**config.mk**
```make
export PLATFORM = sky130hd
export DESIGN_NAME = gf_mul_sched
export DESIGN_NICKNAME = d
export VERILOG_FILES = /design/src/rtl/gf_mul_pkg.sv /design/src/rtl/gf_mul_sched_rr_arb.sv /design/src/rtl/gf_mul_sched.sv
export SDC_FILE = /design/constraint.sdc
export NUM_CORES = 1
export LEC_CHECK = 0
export ABC_AREA = 1
export CAP_MARGIN = 5
export CORE_AREA = 2 2 615 617
export DETAILED_ROUTE_END_ITERATION = 12
export DIE_AREA = 0 0 617 619
export GPL_TIMING_DRIVEN = 0
export PLACE_DENSITY = 0.3
export SYNTH_ARGS = -nofsm -noshare
export SYNTH_HDL_FRONTEND = slang
export SYNTH_SLANG_ARGS = --single-unit
export TNS_END_PERCENT = 50
```
**constraint.sdc**
```tcl
create_clock -name clk -period 3.1 [get_ports clk]
set_clock_uncertainty 0.1 [all_clocks]
set_input_delay 0.62 -clock clk [delete_from_list [all_inputs] [get_ports clk]]
set_output_delay 0.62 -clock clk [all_outputs]
set_load 0.05 [all_outputs]
```
**src/rtl/gf_mul_pkg.sv**
```systemverilog
// Shared widths and FSM encodings for the GF(2^128) multiplier scheduler.
package gf_mul_pkg;

  localparam int GF_W  = 128;
  localparam int CG1_W = 22;

  typedef logic [1:0] state_t;

  localparam state_t IDLE = 2'd0;
  localparam state_t CALC = 2'd1;
  localparam state_t RESP = 2'd2;

endpackage

```
**src/rtl/gf_mul_sched_rr_arb.sv**
```systemverilog
// Combinational round-robin arbiter: picks the first active request after last_ptr.
module rr_arb #(
  parameter int N_REQ = 4,
  parameter int ID_W  = $clog2(N_REQ)
) (
  input  logic [N_REQ-1:0] req,
  input  logic [ID_W-1:0]  last_ptr,
  output logic [N_REQ-1:0] grant,
  output logic [ID_W-1:0]  grant_idx,
  output logic             any_req
);

  int              sum;
  logic [ID_W-1:0] idx;

  // Walk from farthest to nearest so the requester closest after last_ptr wins.
  always_comb begin
    sum       = 0;
    idx       = '0;
    grant     = '0;
    grant_idx = '0;
    any_req   = 1'b0;
    for (int off = N_REQ; off >= 1; off--) begin
      sum = int'(last_ptr) + off;
      if (sum >= N_REQ) sum = sum - N_REQ;
      idx = ID_W'(sum);
      if (req[idx]) begin
        grant      = '0;
        grant[idx] = 1'b1;
        grant_idx  = idx;
        any_req    = 1'b1;
      end
    end
  end

endmodule

```
**src/rtl/gf_mul_sched.sv**
```systemverilog
// Shares one gf_mul_128 core between N_REQ requesters; holds operands for a
// fixed multicycle window and returns the reduced product with the owner's ID.
module gf_mul_sched
  import gf_mul_pkg::*;
#(
  parameter int               N_REQ    = 4,
  parameter int               MUL_LAT  = 2,
  parameter logic [CG1_W-1:0] C_G1_RST = 22'h0,
  parameter int               ID_W     = $clog2(N_REQ)
) (
  input  logic                  clk,
  input  logic                  rst_n,
  input  logic [N_REQ-1:0]      req_valid,
  input  logic [N_REQ*GF_W-1:0] req_a,
  input  logic [N_REQ*GF_W-1:0] req_b,
  output logic [N_REQ-1:0]      req_ready,
  output logic                  rsp_valid,
  input  logic                  rsp_ready,
  output logic [ID_W-1:0]       rsp_id,
  output logic [GF_W-1:0]       rsp_data,
  input  logic                  cfg_valid,
  input  logic [CG1_W-1:0]      cfg_data,
  output logic                  cfg_ready,
  output logic [GF_W-1:0]       mul_a,
  output logic [GF_W-1:0]       mul_b,
  output logic [CG1_W-1:0]      mul_C_g1,
  input  logic [GF_W-1:0]       mul_c,
  output logic                  busy
);

  localparam int CNT_W = (MUL_LAT > 1) ? $clog2(MUL_LAT) : 1;

  state_t           state;
  logic [ID_W-1:0]  rr_ptr;
  logic [CNT_W-1:0] cnt;
  logic [CG1_W-1:0] c_g1;
  logic [N_REQ-1:0] grant;
  logic [ID_W-1:0]  grant_idx;
  logic             any_req;
  logic             idle;

  rr_arb #(
    .N_REQ (N_REQ),
    .ID_W  (ID_W)
  ) u_arb (
    .req       (req_valid),
    .last_ptr  (rr_ptr),
    .grant     (grant),
    .grant_idx (grant_idx),
    .any_req   (any_req)
  );

  // A pending config write blocks grants so it lands before the next operation.
  assign idle      = (state == IDLE);
  assign cfg_ready = idle & cfg_valid;
  assign req_ready = (idle && !cfg_valid) ? grant : '0;
  assign rsp_valid = (state == RESP);
  assign busy      = !idle;
  assign mul_C_g1  = c_g1;

  always_ff @(posedge clk or negedge rst_n) begin
    if (!rst_n) begin
      state    <= IDLE;
      rr_ptr   <= ID_W'(N_REQ - 1);
      cnt      <= '0;
      mul_a    <= '0;
      mul_b    <= '0;
      c_g1     <= C_G1_RST;
      rsp_data <= '0;
      rsp_id   <= '0;
    end else begin
      case (state)
        IDLE: begin
          if (cfg_valid) begin
            c_g1 <= cfg_data;
          end else if (any_req) begin
            mul_a  <= req_a[int'(grant_idx)*GF_W +: GF_W];
            mul_b  <= req_b[int'(grant_idx)*GF_W +: GF_W];
            rsp_id <= grant_idx;
            rr_ptr <= grant_idx;
            cnt    <= CNT_W'(MUL_LAT - 1);
            state  <= CALC;
          end
        end
        // Core is a multicycle path: sample its output only after MUL_LAT cycles.
        CALC: begin
          if (cnt != '0) begin
            cnt <= cnt - 1'b1;
          end else begin
            rsp_data <= mul_c;
            state    <= RESP;
          end
        end
        RESP: begin
          if (rsp_ready) state <= IDLE;
        end
        default: state <= IDLE;
      endcase
    end
  end

endmodule

```
==> flow_summary_export.csv <==
group,metric,value,unit
run_status,status,"finished, violations left",
run_status,violations,"setup timing",
layout,layout-drive-gt1-share,0.146,
detailed_routing,vias,37700,
detailed_routing,drtPass1Iterations,7,
layout,fin_util,0.155,
power_and_ir_drop,p_int,39.5,mW
placed_design,dpl-instance-area,0.0510,mm²
critical_path,slowest_stage,"dfstp_2",
cts,clk_pin_slew,0.06,ns
global_route,grt_pass1_wl,413000,µm
layout,finalInstanceArea,0.0580,mm²
layout,fillCellCount,42800,
sta,hold_viol,0,
floorplanning,die_h,619,µm
sta,rsz0062_at_grt,"true",
cts,cts_tree,"built",
global_route,grt_max_degree,90,
power_and_ir_drop,p_seq_frac,0.105,
logic_synthesis,synthCells,4339,
critical_path,crit_arrival,2.80,ns
sta,final.min_clock_period,3.52,ns
job,maxCapViolations,0,
cts,clk_latency,0.78,ns
logic_synthesis,ys_ff_latch,413,
critical_path,crit_family,"flip-flops",
placed_design,dp_hpwl,289000,µm
sta,tightestPinTransition,1.23,ns
power_and_ir_drop,switching_share,0.578,
logic_synthesis,syn_area,0.0286,mm²
placed_design,dp.cells,10900,
detailed_routing,drt_iter0_drc,2749,
detailed_routing,wirelength,335000,µm
logic_synthesis,synth.distinct_cells,23,
detailed_routing,drc,0,
floorplanning,io_pins,1597,
placed_design,gp_congestion,0.917,
global_route,grt_pass1_vias,37700,
global_route,gr-total-overflow,0,
power_and_ir_drop,p_per_area,1610,mW/mm²
layout,stdcell_count,11300,
critical_path,cp_cell_sequence,"clkinvlp_4 > ha_4 > inv_4 > nand3_4 > nand2_4 > inv_4 > nand2_4 > o21ai_2 > a21oi_2 > a211oi_2 > buf_6",
power_and_ir_drop,clkPwrFrac,0.094,
sta,slew_violations,0,
cts,clock_sinks,413,
critical_path,critPathLaunchType,"flip-flop",
logic_synthesis,syn_nets,5528,
floorplanning,start_util,0.0763,
layout,area_delta_synth_final,103,%
sta,setup_slack,-0.416,ns
floorplanning,die-area,0.382,mm²
cts,cts_root_buf,"clkbuf_16",
logic_synthesis,yosysSeqAreaShare,0.361,
cts,numCtsBuffers,75,
cts,clk_path_buf_depth,4,
global_route,grt_usage,0.167,
critical_path,required,2.38,ns
critical_path,cp_slowest_stage_delay,0.57,ns
floorplanning,fp.dieW,617,µm
sta,setup_viol,226,
sta,holdWs,0.287,ns
critical_path,crit_buf_inv,4,
placed_design,io_buffers,1596,
power_and_ir_drop,ir_drop,0.498,mV
floorplanning,num_rows,225,
worst_hold_path,min_path_type,"in2reg",
cts,cts_max_level,3,
global_route,antenna_found_initial,222,
logic_synthesis,yosys_warnings,0,
layout,nNetsFinal,7321,
layout,multi_input_area,0.0153,mm²
sta,fmax,0.284,GHz
detailed_routing,ant_nets,0,
sta,finalCritPeriodShare,1.13,
logic_synthesis,avgSynthCellArea,6.59,µm²
power_and_ir_drop,leakagePower,26.9,nW
critical_path,critPathMaxFanout,5,
detailed_routing,wl_per_cell,29.8,µm
critical_path,path_class,"reg2out",
power_and_ir_drop,power_frac_comb,0.801,
floorplanning,core-area,0.375,mm²
power_and_ir_drop,switchingPower,54.1,mW
layout,regArea,0.0103,mm²
sta,slew_headroom,0.177,
detailed_routing,viasPerCell,3.35,
critical_path,cp-end-kind,"primary output",
power_and_ir_drop,power,93.6,mW
[worst paths after layout]
| kind | startpoint | endpoint | slack (ns) | cells after the start |
|---|---|---|---|---|
| min | cfg_data[2] | mul_C_g1[2]$_DFFE_PN0P_ | 0.29 | 3 |
| max reg2reg | rr_ptr[1]$_DFFE_PN1P_ | mul_a[70]$_DFFE_PN0P_ | -0.22 | 22 |
| max in group asynchronous | rst_n | mul_a[105]$_DFFE_PN0P_ | 0.49 | 5 |
| min in group asynchronous | rst_n | mul_b[103]$_DFFE_PN0P_ | 0.41 | 2 |
| min reg2reg | mul_b[99]$_DFFE_PN0P_ | mul_b[99]$_DFFE_PN0P_ | 0.37 | 2 |
| max | rr_ptr[1]$_DFFE_PN1P_ | req_ready[0] | -0.42 | 11 |
[layout by cell type (no fill, tap or decap), types with 2 or more instances in the layout]
cell type and n:
clkbuf_16 91, buf_4 75, nand2_1 1476, nand2_4 33, inv_6 2, clkbuf_4 25
a21oi_2 2, a211oi_2 2, bufinv_16 6, buf_12 62, mux2_2 128, clkinv_2 8
nand3_2 63, inv_4 4, a21oi_1 3, clkbuf_8 12, buf_1 11, buf_16 21
nand3b_1 256, buf_2 68, o21ai_1 3, clkbuf_1 56, o21ai_0 6, diode_2 83
dfrtp_1 411, dfstp_2 2, nand2_2 122, nand2_8 9, clkbuf_2 33, nand3_1 670
inv_1 784, buf_8 23, clkdlybuf4s50_1 1590, buf_6 50, nor2_2 2, clkinvlp_4 5
nor2_1 4, ha_1 6, nand3_4 46
[registers in the layout (all words and copies together) (netlist names)]
signal,flops
mul_a,128
rsp_data,128
mul_b,128
rr_ptr,2
rsp_id,2
mul_C_g1,22
cnt,1
state,2
[synthesized netlist by cell type, drive strengths merged]
library cell     n  area, µm²
a21oi            5       25.0
o221ai           2       17.5
inv            791       2970
nand3b         256       1920
buf            213       1300
dfstp            2       52.6
o31ai            1       7.51
nor2             6       22.5
dfrtp          411      10300
clkinv           1       3.75
a211oi           2       15.0
clkbuf          85        319
mux2           128       1440
o21ai           10       50.1
nand2         1640       6190
nand3          779       3900
ha               7       87.6
[stage by stage]
stage          setup TNS (ns)  setup WS, ns
2_1_floorplan          -0.363        -0.363
3_3_place_gp         -9690.01        -22.45
3_5_place_dp          -471.12         -2.29
4_1_cts                -57.79        -0.538
5_1_grt                -62.54        -0.563
6_report               -21.81        -0.416
[worst reg2reg max path, cell delays in order (launching register included)]
cell	delay, ns
dfstp_2	0.57
clkinvlp_4	0.13
ha_4	0.32
inv_4	0.04
nand3_4	0.06
nand2_4	0.08
buf_4	0.15
buf_6	0.10
nand2_2	0.07
nand2_4	0.06
nand2_8	0.13
buf_12	0.15
nand2_8	0.10
buf_6	0.14
buf_12	0.14
buf_16	0.18
buf_12	0.22
buf_4	0.14
nand2_2	0.06
nand3_4	0.13
nand2_2	0.10
nand2_1	0.05
nand2_1	0.06
[cell type report]
class                   count  area share
multi-input cells        2836       0.263
plain buffers             288      0.0432
repair buffers           1726       0.311
clock buffers             106      0.0366
inverters                 792      0.0517
clock inverters            21     0.00515
well taps                4994       0.108
diodes                     83     0.00358
flip-flops and latches    413       0.178
[power groups by stage]
stage	logic (mW)	clock network (mW)	registers, mW
4_1_cts	72.0	9.18	9.85
5_1_grt	79.4	9.32	10.2
6_report	74.9	8.79	9.85
3_3_place_gp	61.3	0	9.92
2_1_floorplan	24.3	0	18.6
3_5_place_dp	62.0	0	9.89
[cell families after synthesis]
kind of cell             Yosys count  share of synthesized area
AND/OR/NAND/NOR                 2681                      0.421
adder cells (fa/ha/maj)            7                    0.00306
buffers and inverters           1090                      0.160
multiplexers                     128                     0.0504
flip-flops                       413                      0.361
AO/OA/AOI/OAI                     20                    0.00402
[what timing repair did]
item                                   CTS  global route
endpoints found under the hold margin   74             0
setup endpoints to repair              277           272
hold buffers                             1             0
buffers inserted                        79            25
pin swaps                               84            37
gates cloned                             8            15
resized for setup                      610           220
[per-layer routing]
metal	global-route usage	share of wire	vias up
li1	-	-	17000
met1	0.194	0.40	18600
met2	0.299	0.51	1597
met3	0.0451	0.067	421
met4	0.0466	0.023	98
met5	0	0.0018	-
(Power assumes the default switching activity.)
